**src/rtl/cgra_mem_pkg.sv**
```systemverilog
// Shared definitions for the CGRA coefficient memories: FSM encoding of the
// writable RAM loader and the read latency common to all memory variants.
package cgra_mem_pkg;

  typedef enum logic [1:0] {
    IDLE = 2'd0,
    FILL = 2'd1,
    DONE = 2'd2
  } state_t;

  localparam int MEM_RD_LATENCY = 1;

endpackage

```
**src/rtl/memory_ram_writer_if.sv**
```systemverilog
// Write-stream and read-port bundle of memory_ram_writer; the read side
// matches the ROM read port so consumers can swap memories unchanged.
interface memory_ram_writer_if #(
  parameter int data_depth = 5,
  parameter int data_width = 5
) ();

  logic                         in_valid;
  logic signed [data_width-1:0] in_data;
  logic                         in_ready;
  logic                         read;
  logic [data_depth-1:0]        addr;
  logic signed [data_width-1:0] data;

  modport master (
    output in_valid, in_data, read, addr,
    input  in_ready, data
  );

  modport slave (
    input  in_valid, in_data, read, addr,
    output in_ready, data
  );

endinterface

```
**src/rtl/memory_ram_dp.sv**
```systemverilog
// Simple dual-port array: one write port, one registered read-first read port.
// The array itself is never reset; only the read register is.
module memory_ram_dp #(
  parameter int data_depth = 5,
  parameter int data_width = 5
) (
  input  logic                         clk,
  input  logic                         rst_n,
  input  logic                         we,
  input  logic [data_depth-1:0]        waddr,
  input  logic signed [data_width-1:0] wdata,
  input  logic                         re,
  input  logic [data_depth-1:0]        raddr,
  output logic signed [data_width-1:0] rdata
);

  logic signed [data_width-1:0] mem [2**data_depth];

  always_ff @(posedge clk) begin
    if (we) mem[waddr] <= wdata;
  end

  // Non-blocking update of mem gives read-first on an address collision.
  always_ff @(posedge clk or negedge rst_n) begin
    if (!rst_n)  rdata <= '0;
    else if (re) rdata <= mem[raddr];
  end

endmodule

```
**src/rtl/memory_ram_writer.sv**
```systemverilog
// Burst loader for a writable coefficient memory: after start, streams words
// into consecutive (wrapping) addresses from base_addr; read port is always live.
module memory_ram_writer
  import cgra_mem_pkg::*;
#(
  parameter int data_depth = 5,
  parameter int data_width = 5
) (
  input  logic                  clk,
  input  logic                  rst_n,
  input  logic                  start,
  input  logic [data_depth-1:0] base_addr,
  input  logic [data_depth:0]   length,
  output logic                  busy,
  output logic                  done,
  output logic [data_depth:0]   words_written,
  memory_ram_writer_if.slave    bus
);

  localparam logic [data_depth-1:0] PTR_ONE = 1;
  localparam logic [data_depth:0]   CNT_ONE = 1;

  state_t                state;
  state_t                state_next;
  logic                  in_ready;
  logic                  accept;
  logic                  launch;
  logic [data_depth-1:0] wr_ptr;
  logic [data_depth:0]   remaining;

  assign accept       = bus.in_valid && (state == FILL);
  assign launch       = start && (state == IDLE);
  assign bus.in_ready = in_ready;

  always_ff @(posedge clk or negedge rst_n) begin
    if (!rst_n) state <= IDLE;
    else        state <= state_next;
  end

  always_comb begin
    state_next = state;
    in_ready   = 1'b0;
    busy       = 1'b0;
    done       = 1'b0;
    case (state)
      IDLE: begin
        if (start) state_next = (length == '0) ? DONE : FILL;
      end
      FILL: begin
        in_ready = 1'b1;
        busy     = 1'b1;
        if (accept && remaining == CNT_ONE) state_next = DONE;
      end
      DONE: begin
        busy       = 1'b1;
        done       = 1'b1;
        state_next = IDLE;
      end
      default: state_next = IDLE;
    endcase
  end

  // Pointer wraps naturally at 2**data_depth; start outside IDLE never reloads it.
  always_ff @(posedge clk or negedge rst_n) begin
    if (!rst_n) begin
      wr_ptr        <= '0;
      remaining     <= '0;
      words_written <= '0;
    end else if (launch) begin
      wr_ptr        <= base_addr;
      remaining     <= length;
      words_written <= '0;
    end else if (accept) begin
      wr_ptr        <= wr_ptr + PTR_ONE;
      remaining     <= remaining - CNT_ONE;
      words_written <= words_written + CNT_ONE;
    end
  end

  memory_ram_dp #(
    .data_depth (data_depth),
    .data_width (data_width)
  ) u_mem (
    .clk   (clk),
    .rst_n (rst_n),
    .we    (accept),
    .waddr (wr_ptr),
    .wdata (bus.in_data),
    .re    (bus.read),
    .raddr (bus.addr),
    .rdata (bus.data)
  );

endmodule

```
**src/flat_wrapper.sv**
```systemverilog
// flat-port wrapper written by rule: the top's interface ports become plain ports
module memory_ram_writer_flat import cgra_mem_pkg::*;
#(
  parameter int data_depth = 5,
  parameter int data_width = 5
)
  (clk, rst_n, start, base_addr, length, busy, done, words_written, bus_in_valid, bus_in_data, bus_read, bus_addr, bus_in_ready, bus_data);
  memory_ram_writer_if #(.data_depth(data_depth), .data_width(data_width)) bus_i ();
  input  logic clk;
  input  logic rst_n;
  input  logic start;
  input  logic [data_depth-1:0] base_addr;
  input  logic [data_depth:0] length;
  output logic busy;
  output logic done;
  output logic [data_depth:0] words_written;
  input wire logic [$bits(bus_i.in_valid)-1:0] bus_in_valid;
  input wire logic [$bits(bus_i.in_data)-1:0] bus_in_data;
  input wire logic [$bits(bus_i.read)-1:0] bus_read;
  input wire logic [$bits(bus_i.addr)-1:0] bus_addr;
  output wire logic [$bits(bus_i.in_ready)-1:0] bus_in_ready;
  output wire logic [$bits(bus_i.data)-1:0] bus_data;
  assign bus_i.in_valid = bus_in_valid;
  assign bus_i.in_data = bus_in_data;
  assign bus_i.read = bus_read;
  assign bus_i.addr = bus_addr;
  assign bus_in_ready = bus_i.in_ready;
  assign bus_data = bus_i.data;
  memory_ram_writer #(.data_depth(data_depth), .data_width(data_width)) u_core (.clk(clk), .rst_n(rst_n), .start(start), .base_addr(base_addr), .length(length), .busy(busy), .done(done), .words_written(words_written), .bus(bus_i));
endmodule
```
**config.mk**
```make
export PLATFORM = sky130hd
export DESIGN_NAME = memory_ram_writer_flat
export DESIGN_NICKNAME = d
export VERILOG_FILES = /design/src/rtl/cgra_mem_pkg.sv /design/src/rtl/memory_ram_writer_if.sv /design/src/rtl/memory_ram_dp.sv /design/src/rtl/memory_ram_writer.sv /design/src/flat_wrapper.sv
export SDC_FILE = /design/constraint.sdc
export NUM_CORES = 1
export LEC_CHECK = 0
export BUFFER_PORTS_ARGS = -buffer_cell sky130_fd_sc_hd__buf_4
export CORE_MARGIN = 2
export CORE_UTILIZATION = 46
export CTS_BUF_LIST = sky130_fd_sc_hd__clkbuf_4
export CTS_CLUSTER_DIAMETER = 80
export DETAILED_ROUTE_END_ITERATION = 7
export PLACE_DENSITY = 0.63
export RECOVER_POWER = 25
export SYNTH_ARGS = -nofsm -noshare
export SYNTH_HDL_FRONTEND = slang
export SYNTH_HIERARCHICAL = 1
export SYNTH_SLANG_ARGS = --single-unit
```
**constraint.sdc**
```tcl
create_clock -name clk -period 2.2 [get_ports clk]
set_input_delay 0.44 -clock clk [delete_from_list [all_inputs] [get_ports clk]]
set_output_delay 0.44 -clock clk [all_outputs]
set_load 0.1 [all_outputs]
```
### Word-level counts from Yosys, hierarchy flattened

Memories as Yosys holds them, arrays and structs flattened. A register that Yosys moved wholly into a read port is not among the register bits.
Index checks and enable logic that the tools add are counted.

| storage, ports and cells | value |
|---|---|
| bits in registers | 19 |
| RAM bits | 160 |
| bits of input ports | 26 |
| output and inout port bits | 14 |
| word-level logic and storage cells | 37 |
| memories | 1 |

Memories:

| memory | depth | bits a word | rd ports | clocked after Yosys merged registers in | wr ports | line | source |
|---|---|---|---|---|---|---|---|
| u_core.u_mem.mem | 32 | 5 | 1 | 1 | 1 | memory_ram_dp.sv:17 | `logic signed [data_width-1:0] mem [2**data_depth];` |

| operators by class | value |
|---|---|
| add/subtract/negate cells | 3 |
| equal/unequal tests | 5 |
| mux-type cells | 15 |
| reductions and logical operators | 9 |

Operators by type and width:

| operator | count |
|---|---|
| 6-bit 2-to-1 mux | 4 |
| 5-bit 2-to-1 mux | 2 |
| 6-bit by 1-bit adder with 6-bit output (second input constant) | 1 |
| 6-bit by 1-bit equality test with 1-bit output (second input constant) | 1 |
| 6-bit logical NOT | 1 |
| 2-bit 2-to-1 mux | 3 |
| 6-bit by 1-bit subtractor with 6-bit output (second input constant) | 1 |
| 5-bit by 1-bit adder with 5-bit output (second input constant) | 1 |
| 1-bit 2-to-1 mux | 5 |
| 2-bit != test (second input constant) | 2 |
| 2-bit one-hot mux with 2 select lines | 1 |
| 1-bit logical AND | 3 |
| 2-bit by 1-bit equality test with 1-bit output (second input constant) | 1 |
| 2-bit equality test (second input constant) | 1 |
| 2-bit logical NOT | 1 |
| 2-bit AND reduction | 1 |
| 2-bit nonzero test | 1 |
| 2-bit OR reduction | 1 |
| 1-bit logical NOT | 1 |

### Logic depth before layout (Yosys ltp)

Gate-level depths: netlist (run 1).

| depth | value |
|---|---|
| depth in word-level cells | 5 |
| mapped depth | 8 |
| gate-level depth less buffers | 7 |

### Hierarchy

The synthesis (run 1) kept the hierarchy.

By module, submodules not included:

| module | times used | cells each | area each (um2) | seq. area each (um2) |
|---|---|---|---|---|
| memory_ram_dp | 1 | 386 | 6,628.9 | 4,929.7 |
| memory_ram_writer | 1 | 109 | 1,027.2 | 475.5 |

### Worst setup path after synthesis (run 1)

No wires, ideal clock.

| timing | value |
|---|---|
| path type | reg-to-reg |
| start | register u_core.state[1] |
| end | memory u_core.u_mem.mem[28][0], enable pin |
| setup time | 0.339 ns |
| data arrival time | 2.808 ns |
| slack | -0.947 ns |
| stages on the path, launching flop included | 9 |
| path buffers | 2 |
| clock period less this slack | 3.147 ns |
| cells stage by stage | dfrtp_1 > inv_1 > ha_1 > nand2_1 > inv_2 > buf_2 > or3b_1 > clkbuf_1 > nor2_1 |

| on the way | value |
|---|---|
| longest elaborated chain between the ends | 4 |

RTL lines:

| what | line | source |
|---|---|---|
| from (decl) | memory_ram_writer.sv:23 | `state_t state;` |
| from (signal assigned) | memory_ram_writer.sv:37 | `else state <= state_next;` |
| 2-bit by 1-bit equality test with 1-bit output | memory_ram_writer.sv:31 | `assign accept = bus.in_valid && (state == FILL);` |
| 1-bit logical AND | memory_ram_writer.sv:31 |  |
| net u_core.accept | memory_ram_writer.sv:26 | `logic accept;` |
| 1-bit 2-to-1 mux | memory_ram_dp.sv:20 | `if (we) mem[waddr] <= wdata;` |
| 1-bit 2-to-1 mux (implied by the code) | memory_ram_dp.sv:20 |  |
| to (decl) | memory_ram_dp.sv:17 |  |

The timed path passes the listed nets, and every way through them passes these cells.

### Worst setup path in the final report (run 1)

| timing | value |
|---|---|
| start | register u_core.state[1] |
| end | memory u_core.u_mem.mem[17][3], enable pin |

| on the way | value |
|---|---|
| longest elaborated chain between the ends | 4 |

RTL lines:

| what | line |
|---|---|
| 2-bit by 1-bit equality test with 1-bit output | memory_ram_writer.sv:31 |
| 1-bit logical AND | memory_ram_writer.sv:31 |
| 1-bit 2-to-1 mux | memory_ram_dp.sv:20 |
| 1-bit 2-to-1 mux (implied by the code) | memory_ram_dp.sv:20 |

Every way passes these cells.

==> impl_metrics.py, run 1 <==
metrics = {
    "cts": {
        "cts_buffer_depth": 2,
        "path_clk_slew_ns": 0.15,
        "cts.sinks": 184,
        "cts-root-buf": "clkbuf_4",
        "cts_tree": "done",
        "cts_made_buffers": 17,
        "h-tree-depth": 4,
        "clock_latency_ns": 0.59,
    },
    "hold_path": {
        "hold_class": "input port to register",
    },
    "critical_path": {
        "worst_path_max_delay_cell": "nor2_1",
        "path_class": "register to register",
        "crit_arrival_ns": 2.38,
        "endpoint_kind": "register",
        "start_kind": "register",
        "cpPeakStageDelay_ns": 0.48,
        "crit_fanout": 8,
        "crit_required_ns": 2.45,
        "path_cells": "inv_1 -> ha_4 -> nand2_4 -> inv_2 -> nand3b_1 -> nor2_1",
        "critPathTopFamily": "simple AND/OR/NAND/NOR gates",
        "path_buf_inv": 2,
    },
    "sta": {
        "fmax_ghz": 0.468,
        "hold_viol_final": 0,
        "fin_crit_sh_pct": 97.1,
        "timing.hold.ws_ns": 0.0513,
        "rsz0062_at_grt": "true",
        "final-setup-viol-count": 0,
        "min_period_ns": 2.14,
        "tightest_slew_ns": 1.52,
        "slew_violations": 33,
        "relSlewSlack_pct": -1.45,
        "setup_tns_ns": 0,
        "fin_worst_skew_ns": 0.0192,
    },
    "place": {
        "dp_hpwl_um": 10700,
        "gp_congestion": 0.818,
        "io_buffer_count": 39,
        "dp.cells": 766,
        "placed_area_um2": 8410,
    },
    "cells_and_area": {
        "stdcell_area_um2": 8730,
        "syn_to_final_growth_pct": 14.0,
        "fin_nets": 601,
        "stdcell_count": 802,
        "drive_gt1_share_pct": 22.2,
    },
    "synthesis": {
        "synthTopCellsByCount": "edfxtp_1 (160), mux2i_1 (80), nor2_1 (43)",
        "synthArstFlopShare_pct": 13.0,
        "avgSynthCellArea_um2": 15.5,
        "synth_largest_area_cell": "edfxtp_1",
        "yosysUniqueCellTypes": 41,
        "synth_cells": 495,
        "ys_warn_count": 6,
        "synth_edf_count": 160,
        "syn_area_um2": 7660,
        "syn_nets": 528,
        "synthFlopType": "edfxtp_1",
        "synthTopCellsByArea": "edfxtp_1 (63%), mux2i_1 (10%), dfrtp_1 (7.8%)",
        "synth_seq_area_share_pct": 70.6,
        "synth-seq-cells": 184,
        "synth_top_area_share_pct": 62.8,
        "synth.most_common_cell": "edfxtp_1",
    },
    "flow_run": {
        "max_cap_viol_count": 1,
    },
    "drt": {
        "drcViolationCount": 0,
        "finalWirelength_um": 16100,
        "drt_iter0_markers": 392,
        "dr_total_vias": 4376,
        "avgRoutedWirePerCell_um": 20.0,
        "viasPerCell": 5.46,
        "ant_nets": 0,
        "dr.pass1.iters": 5,
    },
    "power_and_ir_drop": {
        "intPower_mw": 5.12,
        "comb_power_share_pct": 21.8,
        "power.leakage_nw": 3.12,
        "finalPower_mw": 7.68,
        "switchingPower_mw": 2.56,
        "powerDensity_nw_per_um2": 880,
        "peakVddDrop_uv": 539,
        "pwr-share-seq_pct": 55.0,
        "clkPwrFrac_pct": 23.2,
        "switching_share_pct": 33.4,
    },
    "floorplanning": {
        "die_h_um": 133,
        "ioPinCount": 40,
        "num_rows": 47,
        "die_w_um": 133,
        "core-area_um2": 16400,
        "dieArea_um2": 17700,
        "start_util_pct": 46.7,
    },
    "status": {
        "status": "complete, but fails checks",
        "violations": "capacitance limit, slew limit",
    },
    "global_route": {
        "antenna_found_initial": 1,
        "grt_overflow_total": 0,
        "grt_pass1_wl_um": 24800,
        "grt_max_degree": 33,
        "grt_pass1_vias": 4330,
        "grt_usage_pct": 19.1,
    },
}
==> layout make-up <==
class,count,area [µm²]
diodes,1,2.50
flip-flops and latches,184,5410
well taps,220,275
clock inverters,15,143
inverters,6,22.5
repair buffers,75,592
multi-input cells,284,2160
clock buffers,17,128
fillers,1320,7680
==> layout by cell type, fill, tap and decap left out, drive strengths merged, types with 10 or more instances in the layout <==
cell type,n
dfrtp,24
clkbuf,21
edfxtp,160
inv,13
nor2,43
mux2i,80
buf,70
o21ai,10
a22oi,40
nand2,21
a21oi,23
==> tightest hold or removal path: stages <==
cell and delay (ns):
buf_4 0.08, nand2_1 0.03, o21ai_0 0.05
==> worst paths after layout <==
path / startpoint / endpoint / slack (ns) / cells after the start
min reg2reg: u_core/u_mem/rdata[3] / u_core/u_mem/rdata[3] / 0.57 / 1
max in group asynchronous: rst_n / u_core/words_written[4] / 1.65 / 2
min in group asynchronous: rst_n / u_core/remaining[0] / 0.28 / 2
min: base_addr[4] / u_core/wr_ptr[4] / 0.05 / 3
max reg2reg: u_core/state[1] / u_core/u_mem/mem[17][3] / 0.06 / 6
max: u_core/state[1] / u_core/u_mem/mem[17][3] / 0.06 / 6
==> flip-flops by register name (all words and copies together), names as in the netlist <==
register and cells:
u_core/remaining 6, u_core/u_mem/mem 160, u_core/state 2, u_core/words_written 6, u_core/u_mem/rdata 5, u_core/wr_ptr 5
==> routing by layer <==
metal,vias up,wire (µm),track usage [%]
li1,2051,-,-
met2,113,7830,30.6
met1,2187,7180,26.0
met5,-,0,0
met4,0,306,6.75
met3,25,750,3.91
==> kinds of logic (layout without fill, tap and decap cells) <==
logic type | count (synthesis) | in the layout | synth area share [%]
multiplexers | 85 | 85 | 11.2
XOR/XNOR | 13 | 13 | 1.49
AO/OA/AOI/OAI | 80 | 80 | 6.75
flip-flops | 184 | 184 | 70.6
adder cells (fa/ha/maj) | 7 | 7 | 1.14
buffers and inverters | 27 | 113 | 2.52
AND/OR/NAND/NOR | 99 | 99 | 6.31
other | 0 | 1 | 0
==> through the flow <==
step	setup WS, ns	util (%)
after floorplan	0.0196	-
after global placement	0.148	51.2
after detailed placement	0.0357	51.2
after global routing	-0.0210	53.2
after CTS	0.00979	52.9
final	0.0641	53.2
==> repair_timing <==
action	4_1_cts	5_1_grt
buffers inserted	0	2
resized for setup	0	8
hold endpoints to repair	24	0
setup endpoints to repair	0	31
hold buffers	1	0
==> power groups by stage <==
| stage | clock, mW | sequential (mW) | combinational (mW) |
|---|---|---|---|
| after detailed placement | 0 | 4.29 | 1.64 |
| after global routing | 1.99 | 4.25 | 1.81 |
| after global placement | 0 | 4.28 | 1.62 |
| final | 1.78 | 4.23 | 1.68 |
| after CTS | 1.82 | 4.21 | 1.65 |
| after floorplan | 0 | 4.43 | 1.03 |
No activity file was read; power rests on OpenSTA's default activity.
==> run 2, diff against run 1 <==
--- a/config.mk
+++ b/config.mk
@@ -5,7 +5,7 @@
 export SDC_FILE = /design/constraint.sdc
 export NUM_CORES = 1
 export LEC_CHECK = 0
-export BUFFER_PORTS_ARGS = -buffer_cell sky130_fd_sc_hd__buf_4
+export BUFFER_PORTS_ARGS = -buffer_cell sky130_fd_sc_hd__buf_2
 export CORE_MARGIN = 2
 export CORE_UTILIZATION = 46
 export CTS_BUF_LIST = sky130_fd_sc_hd__clkbuf_4
==> run 2 against run 1 <==
Compared with the run above:
- the run still ends with capacitance limit, slew limit left
- register-to-register slack improved by 0.07 ns
- clock power increased by 12%
- worst setup slack improved by 0.075 ns
- flip-flop and latch count unchanged
- maximum frequency increased by 3.6%
- clock-buffer cell count unchanged
- cell count decreased by 1.6%
- combinational power decreased by 5%
- die area unchanged
- critical path depth increased by 1
- first-iteration DRC count decreased by 22%
- wire length decreased by 0.59%
==> impl_metrics.py, run 2 (synthesis gave the netlist of run 1 again) <==
metrics = {
    "cts": {
        "cts_made_buffers": 17,
        "cts.sinks": 184,
        "h-tree-depth": 4,
        "cts_tree": "done",
        "cts-root-buf": "clkbuf_4",
        "cts_setup_buffers": 0,
        "cts_buffer_depth": 2,
        "clock_latency_ns": 0.57,
        "path_clk_slew_ns": 0.14,
    },
    "power_and_ir_drop": {
        "peakVddDrop_uv": 496,
        "powerDensity_nw_per_um2": 910,
        "finalPower_mw": 7.82,
        "power.leakage_nw": 3.05,
    },
    "global_route": {
        "grt_pass1_vias": 4434,
        "grt_max_degree": 33,
        "antenna_found_initial": 1,
        "grt_pass1_wl_um": 24800,
        "grt_usage_pct": 18.8,
        "grt_overflow_total": 0,
    },
    "flow_run": {
        "max_cap_viol_count": 1,
    },
    "critical_path": {
        "crit_arrival_ns": 2.28,
        "endpoint_kind": "register",
        "cpPeakStageDelay_ns": 0.47,
        "start_kind": "register",
        "worst_path_max_delay_cell": "nor2_1",
        "reg2reg_slack_ns": 0.14,
        "crit_required_ns": 2.42,
        "path_buf_inv": 3,
        "path_cells": "inv_1 -> ha_4 -> nand2_4 -> inv_2 -> nand3_1 -> buf_4 -> nor2_1",
        "crit_fanout": 7,
        "path_class": "register to register",
        "critPathTopFamily": "simple AND/OR/NAND/NOR gates",
    },
    "floorplanning": {
        "die_h_um": 133,
        "core-area_um2": 16400,
        "ioPinCount": 40,
        "start_util_pct": 46.7,
        "dieArea_um2": 17700,
        "num_rows": 47,
        "die_w_um": 133,
    },
    "hold_path": {
        "hold_class": "input port to register",
    },
    "sta": {
        "rsz0062_at_grt": "false",
        "fin_worst_skew_ns": 0.0207,
        "fin_ws_ns": 0.139,
        "fmax_ghz": 0.485,
        "hold_viol_final": 0,
        "final-setup-viol-count": 0,
        "tightest_slew_ns": 1.52,
        "fin_crit_sh_pct": 93.7,
        "setup_tns_ns": 0,
        "timing.hold.ws_ns": 0.0842,
        "relSlewSlack_pct": -1.10,
        "slew_violations": 33,
        "min_period_ns": 2.06,
    },
    "status": {
        "status": "complete, but fails checks",
        "violations": "capacitance limit, slew limit",
    },
    "cells_and_area": {
        "top_register": "u_core/u_mem/mem",
        "fin_nets": 588,
        "drive_gt1_share_pct": 19.4,
        "n_fill_cell": 1367,
        "utilization_pct": 52.3,
        "largest_register_ffs": 160,
        "syn_to_final_growth_pct": 12.1,
        "layout_common_cells": "edfxtp_1 (160), mux2i_1 (80), a22oi_1 (40)",
        "largestRegisters": "u_core/u_mem/mem x160, u_core/remaining x6, u_core/words_written x6",
        "layout_commonest_cell": "edfxtp_1",
    },
    "drt": {
        "avgRoutedWirePerCell_um": 20.2,
        "drcViolationCount": 0,
        "dr_total_vias": 4374,
        "ant_nets": 0,
        "viasPerCell": 5.54,
        "dr.pass1.iters": 5,
        "finalWirelength_um": 16000,
        "drt_iter0_markers": 307,
    },
    "place": {
        "dp_hpwl_um": 10300,
        "dp_slack_ns": 0.141,
        "io_buffer_count": 39,
        "gp_congestion": 0.788,
    },
}
run 2: cell count changes in the layout (fill, tap and decap cells not counted), sizes merged:
| cell | previous run | this run |
|---|---|---|
| inv | 13 | 14 |
| clkinvlp | 2 | 1 |
| bufinv | 1 | 3 |
| buf | 70 | 56 |
| clkbuf | 21 | 22 |
| clkinv | 5 | 3 |
run 2: through the flow:
step | area (µm²) | instances
3_5_place_dp | 8250 | 755
6_report | 8590 | 789
2_1_floorplan | 7750 | 495
5_1_grt | 8590 | 789
4_1_cts | 8580 | 788
3_3_place_gp | 8250 | 755
run 2: report_power, final:
| group | switching [mW] | total [mW] | internal (mW) | leakage [nW] |
|---|---|---|---|---|
| logic | 1.10 | 1.59 | 0.490 | 1.15 |
| registers | 0.245 | 4.23 | 3.99 | 1.73 |
| clock network | 1.18 | 2.00 | 0.816 | 0.170 |
run 2: worst reg2reg max path: cells and delay by family, from the launching register on:
kind                     cells  cell delay [ns]
buffers and inverters        3             0.43
flip-flops                   1             0.41
adder cells (fa/ha/maj)      1             0.18
AND/OR/NAND/NOR              3             0.69
run 2: routing by layer:
metal / up-vias / routed length [µm] / track usage (%)
met5: - / 0 / 0
li1: 2029 / - / -
met4: 0 / 233 / 6.69
met2: 104 / 7740 / 29.3
met1: 2223 / 7260 / 26.3
met3: 18 / 749 / 4.18
run 2: timing repair:
action | CTS | global route
gates cloned | 0 | 0
hold buffers | 1 | 0
resized for setup | 2 | 2
setup endpoints to repair | 2 | 2
hold endpoints to repair | 24 | 0
run 2: worst paths after layout:
path	startpoint	end	cells past startpoint
worst max-delay path	u_core/state[1]	u_core/u_mem/mem[23][4]	7
worst min-delay path	length[5]	u_core/remaining[5]	3
min in group asynchronous	rst_n	u_core/words_written[4]	2
worst max register to register	u_core/state[1]	u_core/u_mem/mem[23][4]	7
worst min register to register	u_core/words_written[5]	u_core/words_written[5]	2
max in group asynchronous	rst_n	u_core/wr_ptr[0]	2
run 2: final cells by class:
type                       instances  area (µm²)  area share (%)
clock inverter                    15         185            2.16
multi-input combinational        284        2140            24.9
sequential                       184        5410            63.0
antenna                            1        2.50          0.0291
tap                              220         275            3.21
clock buffer                      17         128            1.49
inverter                           6        22.5           0.262
timing repair buffer              62         429            5.00
==> run 3, diff against run 2 <==
--- a/config.mk
+++ b/config.mk
@@ -8,7 +8,7 @@
 export BUFFER_PORTS_ARGS = -buffer_cell sky130_fd_sc_hd__buf_2
 export CORE_MARGIN = 2
 export CORE_UTILIZATION = 46
-export CTS_BUF_LIST = sky130_fd_sc_hd__clkbuf_4
+export CTS_BUF_LIST = sky130_fd_sc_hd__clkbuf_16
 export CTS_CLUSTER_DIAMETER = 80
 export DETAILED_ROUTE_END_ITERATION = 7
 export PLACE_DENSITY = 0.63
==> run 3 against run 2 <==
Compared with the run above:
- the run now ends clean
- flip-flop and latch count unchanged
- critical path type unchanged
- critical endpoint unchanged
- largest cell class unchanged
- cell area up 3.2%
- highest routed layer unchanged
- register-to-register slack about the same
- wire length rose by 1.2%
==> impl_metrics.py, run 3 (synthesis gave the netlist of run 1 again) <==
metrics = {
    "power_and_ir_drop": {
        "comb_power_share_pct": 17.4,
        "powerDensity_nw_per_um2": 1010,
        "pwr-share-seq_pct": 47.4,
        "switchingPower_mw": 2.67,
        "intPower_mw": 6.26,
        "clkPwrFrac_pct": 35.2,
        "peakVddDrop_uv": 595,
        "switching_share_pct": 29.9,
        "power.leakage_nw": 3.18,
        "finalPower_mw": 8.93,
    },
    "sta": {
        "fin_ws_ns": 0.142,
        "fin_worst_skew_ns": 0.0125,
        "hold_viol_final": 0,
        "fmax_ghz": 0.486,
        "slew_violations": 0,
        "final-setup-viol-count": 0,
        "setup_tns_ns": 0,
        "rsz0062_at_grt": "false",
        "min_period_ns": 2.06,
        "tightest_slew_ns": 1.45,
        "fin_crit_sh_pct": 93.5,
        "relSlewSlack_pct": 3.17,
    },
    "drt": {
        "dr.pass1.iters": 5,
        "finalWirelength_um": 16200,
        "viasPerCell": 5.61,
        "avgRoutedWirePerCell_um": 20.5,
        "drcViolationCount": 0,
        "drt_iter0_markers": 382,
        "dr_total_vias": 4414,
        "ant_nets": 0,
    },
    "global_route": {
        "grt_pass1_wl_um": 25100,
        "grt_usage_pct": 19.0,
        "grt_max_degree": 33,
        "grt_overflow_total": 0,
        "antenna_found_initial": 0,
        "grt_pass1_vias": 4456,
    },
    "cts": {
        "cts.sinks": 184,
        "h-tree-depth": 4,
        "cts-root-buf": "clkbuf_16",
        "cts_buffer_depth": 2,
        "cts_hold_buf": 0,
        "cts_resized": 0,
        "cts_tree": "done",
        "clock_latency_ns": 0.43,
        "cts_made_buffers": 17,
        "path_clk_slew_ns": 0.07,
        "cts_setup_buffers": 0,
    },
    "cells_and_area": {
        "fin_nets": 587,
        "syn_to_final_growth_pct": 15.7,
        "stdcell_area_um2": 8860,
        "layout_commonest_cell": "edfxtp_1",
        "antennaDiodeCount": 0,
        "n_fill_cell": 1328,
        "drive_gt1_share_pct": 19.4,
        "largestRegisters": "u_core/u_mem/mem x160, u_core/remaining x6, u_core/words_written x6",
        "top_register": "u_core/u_mem/mem",
        "layout_common_cells": "edfxtp_1 (160), mux2i_1 (80), a22oi_1 (40)",
        "largest_register_ffs": 160,
        "seq_area_um2": 5410,
        "multiInputGateArea_um2": 2140,
        "stdcell_count": 787,
    },
    "place": {
        "dp_slack_ns": 0.141,
        "gp_congestion": 0.788,
        "placed_area_um2": 8250,
        "io_buffer_count": 39,
        "dp_hpwl_um": 10300,
        "dp.cells": 755,
    },
    "critical_path": {
        "cpPeakStageDelay_ns": 0.47,
        "crit_arrival_ns": 2.12,
        "critPathTopFamily": "simple AND/OR/NAND/NOR gates",
        "path_buf_inv": 3,
        "path_cells": "inv_1 -> ha_4 -> nand2_4 -> inv_2 -> nand3_1 -> buf_4 -> nor2_1",
        "worst_path_max_delay_cell": "nor2_1",
        "endpoint_kind": "register",
        "crit_required_ns": 2.26,
        "start_kind": "register",
        "crit_fanout": 7,
        "path_class": "register to register",
    },
    "floorplanning": {
        "start_util_pct": 46.7,
        "num_rows": 47,
        "ioPinCount": 40,
        "dieArea_um2": 17700,
        "die_w_um": 133,
        "die_h_um": 133,
        "core-area_um2": 16400,
    },
    "status": {
        "status": "finished, final reports clean",
    },
    "hold_path": {
        "hold_class": "input port to register",
    },
    "flow_run": {
        "max_cap_viol_count": 0,
    },
}
## run 3: cell types whose count changed in the layout (fill, tap and decap cells not counted)
| cell | change |
|---|---|
| diode_2 | -1 |
| buf_2 | +3 |
| clkbuf_16 | +17 |
| clkbuf_4 | -18 |
| buf_4 | -1 |
| buf_6 | -1 |
| dlygate4sd3_1 | -1 |
## run 3: power groups by stage
| stage | sequential (mW) | clock (mW) | combinational [mW] |
|---|---|---|---|
| after floorplan | 4.43 | 0 | 1.03 |
| after global placement | 4.29 | 0 | 1.52 |
| after detailed placement | 4.30 | 0 | 1.55 |
| after CTS | 4.23 | 3.19 | 1.56 |
| after global routing | 4.25 | 3.34 | 1.68 |
| final | 4.23 | 3.15 | 1.55 |
## run 3: metal layers
metal	up-vias	GRT usage (%)	share of wire (%)
li1	2029	-	-
met1	2266	26.7	46
met2	104	29.9	49
met3	15	4.41	3.8
met4	0	5.68	1.4
met5	-	0	0
## run 3: worst paths after layout
kind                                    startpoint                 endpoint  slack [ns]  depth (start not counted)
min in group asynchronous                    rst_n  u_core/words_written[4]        0.33                          1
max reg2reg                        u_core/state[1]  u_core/u_mem/mem[23][4]        0.14                          7
min reg2reg                u_core/words_written[5]  u_core/words_written[5]        0.55                          2
max in group asynchronous                    rst_n         u_core/wr_ptr[0]        1.05                          1
min                                      length[5]      u_core/remaining[5]        0.23                          3
max                                u_core/state[1]  u_core/u_mem/mem[23][4]        0.14                          7
## run 3: stage by stage
step | hold WS [ns] | utilization (%)
CTS | 0.0239 | 54.0
floorplan | 0.144 | -
finish | 0.233 | 54.0
global route | 0.246 | 54.0
global placement | 0.472 | 50.3
detailed placement | 0.479 | 50.3
## run 3: cell type report
type,instances,area share (%)
clock buffer,17,4.80
clock inverter,15,2.09
inverter,6,0.254
multi-input combinational,284,24.1
sequential,184,61.0
tap,220,3.11
timing repair buffer,61,4.60
## run 3: worst register-to-register path, stage by stage (launching register included)
cell and delay [ns]:
dfrtp_1 0.38, inv_1 0.13, ha_4 0.18, nand2_4 0.08, inv_2 0.10, nand3_1 0.15
buf_4 0.20, nor2_1 0.47
